<file path="config.mk">
export PLATFORM = sky130hd
export DESIGN_NAME = bsg_fifo_1r1w_small_ctrl
export DESIGN_NICKNAME = d
export VERILOG_FILES = /design/src/rtl/bsg_fifo_ctrl_pkg.sv /design/src/rtl/bsg_mem_1r1w_synth.sv /design/src/rtl/bsg_fifo_1r1w_small_ctrl.sv
export SDC_FILE = /design/constraint.sdc
export NUM_CORES = 1
export LEC_CHECK = 0
export CAP_MARGIN = 20
export CORE_MARGIN = 4
export CORE_UTILIZATION = 29
export DETAILED_ROUTE_END_ITERATION = 10
export PLACE_DENSITY = 0.59
export SYNTH_ARGS = -nofsm -noshare
export SYNTH_HDL_FRONTEND = slang
export SYNTH_SLANG_ARGS = --single-unit
</file>
<file path="constraint.sdc">
create_clock -name clk_i -period 1.8 [get_ports clk_i]
set_clock_uncertainty 0.15 [all_clocks]
set_input_delay 0.36 -clock clk_i [delete_from_list [all_inputs] [get_ports clk_i]]
set_output_delay 0.36 -clock clk_i [all_outputs]
set_load 0.02 [all_outputs]
</file>
<file path="src/rtl/bsg_fifo_ctrl_pkg.sv">
// Shared definitions for the small 1R1W FIFO controller: pointer sizing,
// the occupancy count type and the message text used by the optional
// simulation checks (enabled with BSG_FIFO_CTRL_CHECKS_EN).
package bsg_fifo_ctrl_pkg;

    // Pointer width: storage index bits plus one wrap bit.
    function automatic int ptr_width(input int els);
        return $clog2(els) + 1;
    endfunction

    localparam int OCC_W = 16;
    typedef logic [OCC_W-1:0] occ_t;

    localparam string ERR_UNDERFLOW = "bsg_fifo_1r1w_small_ctrl: yumi_i asserted while v_o is low";
    localparam string ERR_X_INPUT   = "bsg_fifo_1r1w_small_ctrl: v_i or yumi_i is X/Z out of reset";
    localparam string ERR_OVERFLOW  = "bsg_fifo_1r1w_small_ctrl: pointer occupancy exceeds els_p";

endpackage

</file>
<file path="src/rtl/bsg_mem_1r1w_synth.sv">
// Synthesized 1-write/1-read register-file memory. Writes are clocked,
// reads are combinational from the registered array. Contents are never
// reset; w_reset_i only blocks writes while reset is held.
module bsg_mem_1r1w_synth #(
    parameter int width_p                = 4,
    parameter int els_p                  = 2,
    parameter int read_write_same_addr_p = 0,
    parameter int harden_p               = 0,
    localparam int addr_width_lp         = (els_p > 1) ? $clog2(els_p) : 1
) (
    input  logic                     w_clk_i,
    input  logic                     w_reset_i,
    input  logic                     w_v_i,
    input  logic [addr_width_lp-1:0] w_addr_i,
    input  logic [width_p-1:0]       w_data_i,
    input  logic                     r_v_i,
    input  logic [addr_width_lp-1:0] r_addr_i,
    output logic [width_p-1:0]       r_data_o
);

    logic [width_p-1:0] mem_r [els_p];

    // There is no hardened macro for this array; refuse to elaborate one.
    if (harden_p != 0) begin : g_no_hard_macro
        $error("bsg_mem_1r1w_synth: no hardened implementation available");
    end

    // Storage write port.
    always_ff @(posedge w_clk_i) begin
        if (w_v_i && !w_reset_i) begin
            mem_r[w_addr_i] <= w_data_i;
        end
    end

    // Read port; same-address write-through only when the caller allows it.
    always_comb begin
        r_data_o = '0;
        if (r_v_i) begin
            r_data_o = mem_r[r_addr_i];
            if ((read_write_same_addr_p != 0) && w_v_i && (w_addr_i == r_addr_i)) begin
                r_data_o = w_data_i;
            end
        end
    end

endmodule

</file>
<file path="src/rtl/bsg_fifo_1r1w_small_ctrl.sv">
// Shallow ready/valid decoupling FIFO. Pointer and handshake logic live
// here; words are held in a bsg_mem_1r1w_synth instance. Pointers carry
// an extra wrap bit so full and empty are distinguished without a counter.
// Defining BSG_FIFO_CTRL_CHECKS_EN adds simulation-only protocol checks.
module bsg_fifo_1r1w_small_ctrl
    import bsg_fifo_ctrl_pkg::*;
#(
    parameter int width_p = 4,
    parameter int els_p   = 2
) (
    input  logic               clk_i,
    input  logic               reset_n_i,
    input  logic               v_i,
    input  logic [width_p-1:0] data_i,
    output logic               ready_o,
    output logic               v_o,
    output logic [width_p-1:0] data_o,
    input  logic               yumi_i
);

    localparam int PTR_W = ptr_width(els_p);
    localparam int AW    = PTR_W - 1;

    logic [PTR_W-1:0] wptr_r, rptr_r;
    logic [PTR_W-1:0] wptr_d, rptr_d;
    logic             empty, full, enq, deq;

    assign empty   = (wptr_r == rptr_r);
    assign full    = (wptr_r[AW-1:0] == rptr_r[AW-1:0]) && (wptr_r[AW] != rptr_r[AW]);
    assign ready_o = ~full;
    assign v_o     = ~empty;
    assign enq     = v_i & ready_o;
    assign deq     = yumi_i;

    // Next-pointer computation; natural rollover gives modulo 2*els_p.
    always_comb begin
        wptr_d = wptr_r;
        rptr_d = rptr_r;
        if (enq) wptr_d = wptr_r + PTR_W'(1);
        if (deq) rptr_d = rptr_r + PTR_W'(1);
    end

    // Pointer registers, cleared immediately on reset.
    always_ff @(posedge clk_i or negedge reset_n_i) begin
        if (!reset_n_i) begin
            wptr_r <= '0;
            rptr_r <= '0;
        end else begin
            wptr_r <= wptr_d;
            rptr_r <= rptr_d;
        end
    end

    // Full blocks writes and empty blocks reads, so the two addresses never
    // collide on a consumed read; no write-through is needed.
    bsg_mem_1r1w_synth #(
        .width_p               (width_p),
        .els_p                 (els_p),
        .read_write_same_addr_p(0),
        .harden_p              (0)
    ) mem (
        .w_clk_i  (clk_i),
        .w_reset_i(~reset_n_i),
        .w_v_i    (enq),
        .w_addr_i (wptr_r[AW-1:0]),
        .w_data_i (data_i),
        .r_v_i    (v_o),
        .r_addr_i (rptr_r[AW-1:0]),
        .r_data_o (data_o)
    );

`ifdef BSG_FIFO_CTRL_CHECKS_EN
    occ_t occ;
    assign occ = occ_t'(PTR_W'(wptr_r - rptr_r));

    // Protocol and consistency checks sampled on every active edge.
    always_ff @(posedge clk_i) begin
        if (reset_n_i === 1'b1) begin
            if (yumi_i === 1'b1 && v_o === 1'b0) $error("%s", ERR_UNDERFLOW);
            if ($isunknown({v_i, yumi_i}))        $error("%s", ERR_X_INPUT);
            if (occ > occ_t'(els_p))              $error("%s", ERR_OVERFLOW);
        end
    end
`endif

endmodule

</file>
* After elaboration in Yosys (flattened, before gate mapping)
Memory sizes are Yosys's and may differ from the RTL's.
Cells that the tools add are included.
** Storage, ports and cells
- Bits in registers :: 4
- Memory bits (writable) :: 8
- Memories :: 1
- Logic and storage cells :: 16
** Operators by class
- Equal/unequal tests :: 3
- Add/subtract/negate cells :: 2
- Reductions and logical operators :: 2
- Multiplexer cells :: 3
- Bitwise operators :: 3
** Memories
- mem.mem_r :: depth 2, width 4, rd ports 1, clocked after Yosys merged registers in 0, write ports 1, RTL line bsg_mem_1r1w_synth.sv:21 : logic [width_p-1:0] mem_r [els_p];
** Operator list (number)
- $add 2x1->2 const B :: 2
- $mux 4 :: 1
- $eq 2x2->1 :: 1
- $logic_and 1x1->1 :: 2
- $mux 1 :: 2
- $not 1->1 :: 2
- $and 1x1->1 :: 1
- $eq 1x1->1 :: 1
- $ne 1x1->1 :: 1

* Logic depth before layout (Yosys ltp)
- Word-level depth :: 7
- Mapped depth :: 4
- Mapped depth without buffers :: 3

* Hierarchy
A second synthesis with hierarchy kept.
** Second synthesis, totals
- Cell total of the unflattened synthesis :: 40
- Area, all modules :: 543.0 µm²
** By module, submodules not included
- bsg_mem_1r1w_synth :: times used 1, cells each 19, seq. area each 240.2 µm², area an instance 332.8 µm²
- bsg_fifo_1r1w_small_ctrl :: times used 1, cells each 21, seq. area each 100.1 µm², area an instance 210.2 µm²

* Least setup slack after synthesis
No wires, ideal clock.
- Kind :: register to output
- From :: register wptr_r[1]
- To :: output data_o[2]
- Path slack :: 0.130 ns
- Data arrival time :: 1.160 ns
- Cell stages (with the launch flop) :: 4
- Data required time :: 1.290 ns
- Cells stage by stage :: dfrtp_1 xor2_2 nor2_1 o22ai_1
** Between the ends
- Word-level cells in the longest chain between the ends :: 2
** RTL lines
- start: declaration :: RTL line bsg_fifo_1r1w_small_ctrl.sv:24 : logic [PTR_W-1:0] wptr_r, rptr_r;
- start signal: assignment :: RTL line bsg_fifo_1r1w_small_ctrl.sv:49 : wptr_r <= wptr_d;
- $eq 2x2->1 :: RTL line bsg_fifo_1r1w_small_ctrl.sv:28 : assign empty = (wptr_r == rptr_r);
- $mux 4 :: RTL line bsg_mem_1r1w_synth.sv:38 : if (r_v_i) begin
- end: declaration :: RTL line bsg_fifo_1r1w_small_ctrl.sv:17 : output logic [width_p-1:0] data_o,
Every way passes these cells.

* Worst setup path after layout
- From :: register wptr_r[1]
- To :: output data_o[1]
The elaborated chain is that of the path after synthesis.

==> run summary <==
The largest stage delay on the critical path is 0.41 ns. The number of synthesized register bits came out at 12. For this block, the via count after detailed routing is 443. In this run the core area contains 15 standard-cell rows. The full die area is 0.00262 mm2. The pin count of the biggest net entering global routing is 12. The cell taking the most area after synthesis is sky130_fd_sc_hd__edfxtp_1. After synthesis, the netlist uses 16 different library cells.

The first-pass GRT wire length came out at 1.71 mm. The mean number of vias per cell is 4.43. The max-capacitance violation count came out at 0.

The number of hold buffers added after cts is 0. The count of endpoints failing hold in the final timing report was 0. Of all nets on the critical path, the largest fanout is 4. The clock tree from TritonCTS is yes. The fraction of the cycle the final worst path needs is 109%.

After the first detailed-routing iteration, the DRC count stood at 5. Dividing the synthesized area by the synthesized cell count gives 11.5 um2. The clock net in this run drives a total of 12 sinks. The worst setup slack after placement came out at -0.277 ns. The number of nets at the end of the flow is 84. The relative area change from synthesis to final layout came out at 52.1%. The per-cell routed wire length came out at 10.6 um. STA classifies the critical path endpoint as an output pin.

The first detailed-routing pass took 2 iterations. The detail route stage leaves a number of antenna-violating nets equal to 0. The number of buffers on the longest clock path is 2. Traced cell by cell, the critical path runs through xor2_2, buf_4, o21ai_1, o22ai_1, buf_4. For this run, the register share of the synthesized area comes to 63.0%. After synthesis, the cell types taking the most area are sky130_fd_sc_hd__edfxtp_1 44%, sky130_fd_sc_hd__dfrtp_1 19%, sky130_fd_sc_hd__nand2_1 6.9%.

The via count of the first global-routing pass came to 412. The worst register-to-register path begins at wptr_r[1]$_DFFE_PN0P_. The setup check on the worst reg-to-reg path leaves a slack of 0.12 ns. In this run the tightest slew margin relative to its limit is 83.8%.

Setup repair after global routing could not meet its margin everywhere. The final routed wirelength across all metal layers is 1.06 mm. The number of inserted diodes is 0.

In this run the critical register-to-register path is captured at mem.mem_r[0][0]$_DFFE_PP_. For this run the aggregate overflow at the end of global routing stands at 0. The weighted congestion at the end of routability-driven global placement came out at 0.781. The data arrival time of the critical path came out at 1.45 ns. The endpoint required time on the critical path came out at 1.29 ns. After synthesis, the largest area contributor takes up 44.4% of total cell area.

After detailed routing, the number of remaining DRC violations is 0. At the pin with the least slew margin, the transition time is 0.243 ns. The length in cells of the worst reg-to-reg path is 6. The die span in x is 51.2 um. The number of setup violations in the final report came out at 5. The startpoint kind of the worst setup timing path is a flop. The most frequent cell on the critical path is sky130_fd_sc_hd__buf_4. On the final layout, the worst hold slack is 0.222 ns.

The minimum clock period after layout is 1.96 ns. The highest-delay cell along the critical path is sky130_fd_sc_hd__dfrtp_1. The fraction of layout cells with a size suffix above 1 came out at 38.7%.

The warning count from the yosys run came out at 0. For this configuration, the core starts out at a cell density of 31.0%. The power density over cell area came out at 1960 mW/mm2. The highest ir drop seen on vdd is 0.746 mV. The achievable clock frequency is 0.511 GHz.

The number of pins with negative max-slew slack in the final report is 0. The global router's overall resource usage is 9.32%. The clock reaches the later pin of the worst-skew pair after 0.27 ns.

Summed over all cells, the static leakage comes to 0.333 nW. The tightest min-delay check is of the in2async type. The floorplan die height is 51.2 um.

The clock-pin slew reported for the worst setup and hold paths after clock tree synthesis is 0.07 ns. The initial antenna violation count came out at 0. CTS built an H-tree with a depth of 1. The core area came out at 0.00175 mm2. Setup slack on the critical path of the routed design comes to -0.158 ns. The critical path in this run is classified as reg2out.

The tree is rooted in a sky130_fd_sc_hd__clkbuf_4. The synthesized instance count came out at 47. The number of CTS-inserted buffers came out at 3.

The cell area after synthesis is 541 um2. The flow ran to the end, but the final reports show violations. The total nets after synthesis is 55. The final reports fail on negative setup slack.

The number of top-level pins came out at 14. The number of input and output port buffers inserted is 13. The half-perimeter wire length after detailed placement came out at 787 um.
## layout make-up
type                    count  area (um2)
flip-flops and latches     12         342
clock buffers               3        22.5
inverters                   1        3.75
clock inverters             1        3.75
fillers                   164         923
multi-input cells          32         204
well taps                  25        31.3
repair buffers             26         215
## metrics by stage
step	instances	utilization [%]	setup TNS (ns)	instance area, um2	power (W)
2_1_floorplan	47	-	0	541	0.000925
3_3_place_gp	93	43.9	-1.11	767	0.00133
3_5_place_dp	93	43.9	-1.24	767	0.00135
4_1_cts	98	44.9	-0.642	785	0.00149
5_1_grt	100	47.1	-0.958	822	0.00171
6_report	100	47.1	-0.559	822	0.00162
## cells by family after synthesis
| kind of cell | Yosys count | share of synthesized area [%] |
|---|---|---|
| AOI/OAI and AO/OA | 12 | 12.5 |
| xor gates and xnor gates | 5 | 9.49 |
| buffers and inverters | 3 | 2.55 |
| DFF | 12 | 63.0 |
| muxes | 1 | 2.08 |
| and+or+nand+nor | 14 | 10.4 |
## report_power, final
part	internal, W	switching [W]
Sequential	0.000373	0.0000902
Clock	0.0000803	0.0000903
Combinational	0.000509	0.000473
## how the worst max path moves through the flow
| stage | startpoint | end | slack, ns | cells past startpoint |
|---|---|---|---|---|
| floorplan | wptr_r[1]$_DFFE_PN0P_ | data_o[2] | 0.13 | 3 |
| global placement | wptr_r[1]$_DFFE_PN0P_ | data_o[0] | -0.25 | 4 |
| detailed placement | wptr_r[1]$_DFFE_PN0P_ | data_o[0] | -0.28 | 4 |
| CTS | rptr_r[1]$_DFFE_PN0P_ | data_o[2] | -0.17 | 5 |
| global route | wptr_r[1]$_DFFE_PN0P_ | data_o[1] | -0.22 | 5 |
| finish | wptr_r[1]$_DFFE_PN0P_ | data_o[1] | -0.16 | 5 |
## critical path: cells and delay by family (launching register included)
kind | cells | cell delay (ns)
DFF | 1 | 0.41
buffers and inverters | 2 | 0.33
AOI/OAI and AO/OA | 2 | 0.25
xor gates and xnor gates | 1 | 0.19
## registers in the layout (all words and copies together), names as in the netlist
name	count
rptr_r	2
wptr_r	2
mem.mem_r	8
## timing repair
action                                  CTS  global route
gates resized for setup                  28             8
endpoints found under the setup margin    6             4
buffers inserted                          1             2
pin swaps                                 1             3
## metal layers
layer  global-route usage [%]  vias to the layer above  wire length (um)
met4                     10.8                        0                44
met1                     10.4                      208               490
met3                    0.875                        4                30
met5                        0                        -                 0
met2                     14.4                        8               493
li1                         -                      223                 -
## Yosys cell counts
cell	number
sky130_fd_sc_hd__nor2_1	2
sky130_fd_sc_hd__o21ai_0	6
sky130_fd_sc_hd__buf_2	2
sky130_fd_sc_hd__dfrtp_1	4
sky130_fd_sc_hd__xor2_2	1
sky130_fd_sc_hd__edfxtp_1	8
sky130_fd_sc_hd__a211oi_1	1
sky130_fd_sc_hd__nor3_1	1
sky130_fd_sc_hd__xnor2_1	3
sky130_fd_sc_hd__mux2_2	1
sky130_fd_sc_hd__inv_1	1
sky130_fd_sc_hd__o22ai_1	4
sky130_fd_sc_hd__a21oi_1	1
sky130_fd_sc_hd__nand2_1	10
sky130_fd_sc_hd__or2_2	1
sky130_fd_sc_hd__xor2_1	1
## layout by cell type (no fill, tap or decap), drive strengths merged
| cell | netlist | routed |
|---|---|---|
| xnor2 | 3 | 3 |
| inv | 1 | 1 |
| nor3 | 1 | 1 |
| edfxtp | 8 | 8 |
| clkbuf | 0 | 3 |
| mux2 | 1 | 1 |
| dfrtp | 4 | 4 |
| o21ai | 6 | 6 |
| clkdlybuf4s50 | 0 | 7 |
| a21oi | 1 | 1 |
| buf | 2 | 19 |
| or2 | 1 | 1 |
| nand2 | 10 | 10 |
| a211oi | 1 | 1 |
| nor2 | 2 | 2 |
| clkinv | 0 | 1 |
| xor2 | 2 | 2 |
| o22ai | 4 | 4 |
(Power assumes the default switching activity.)
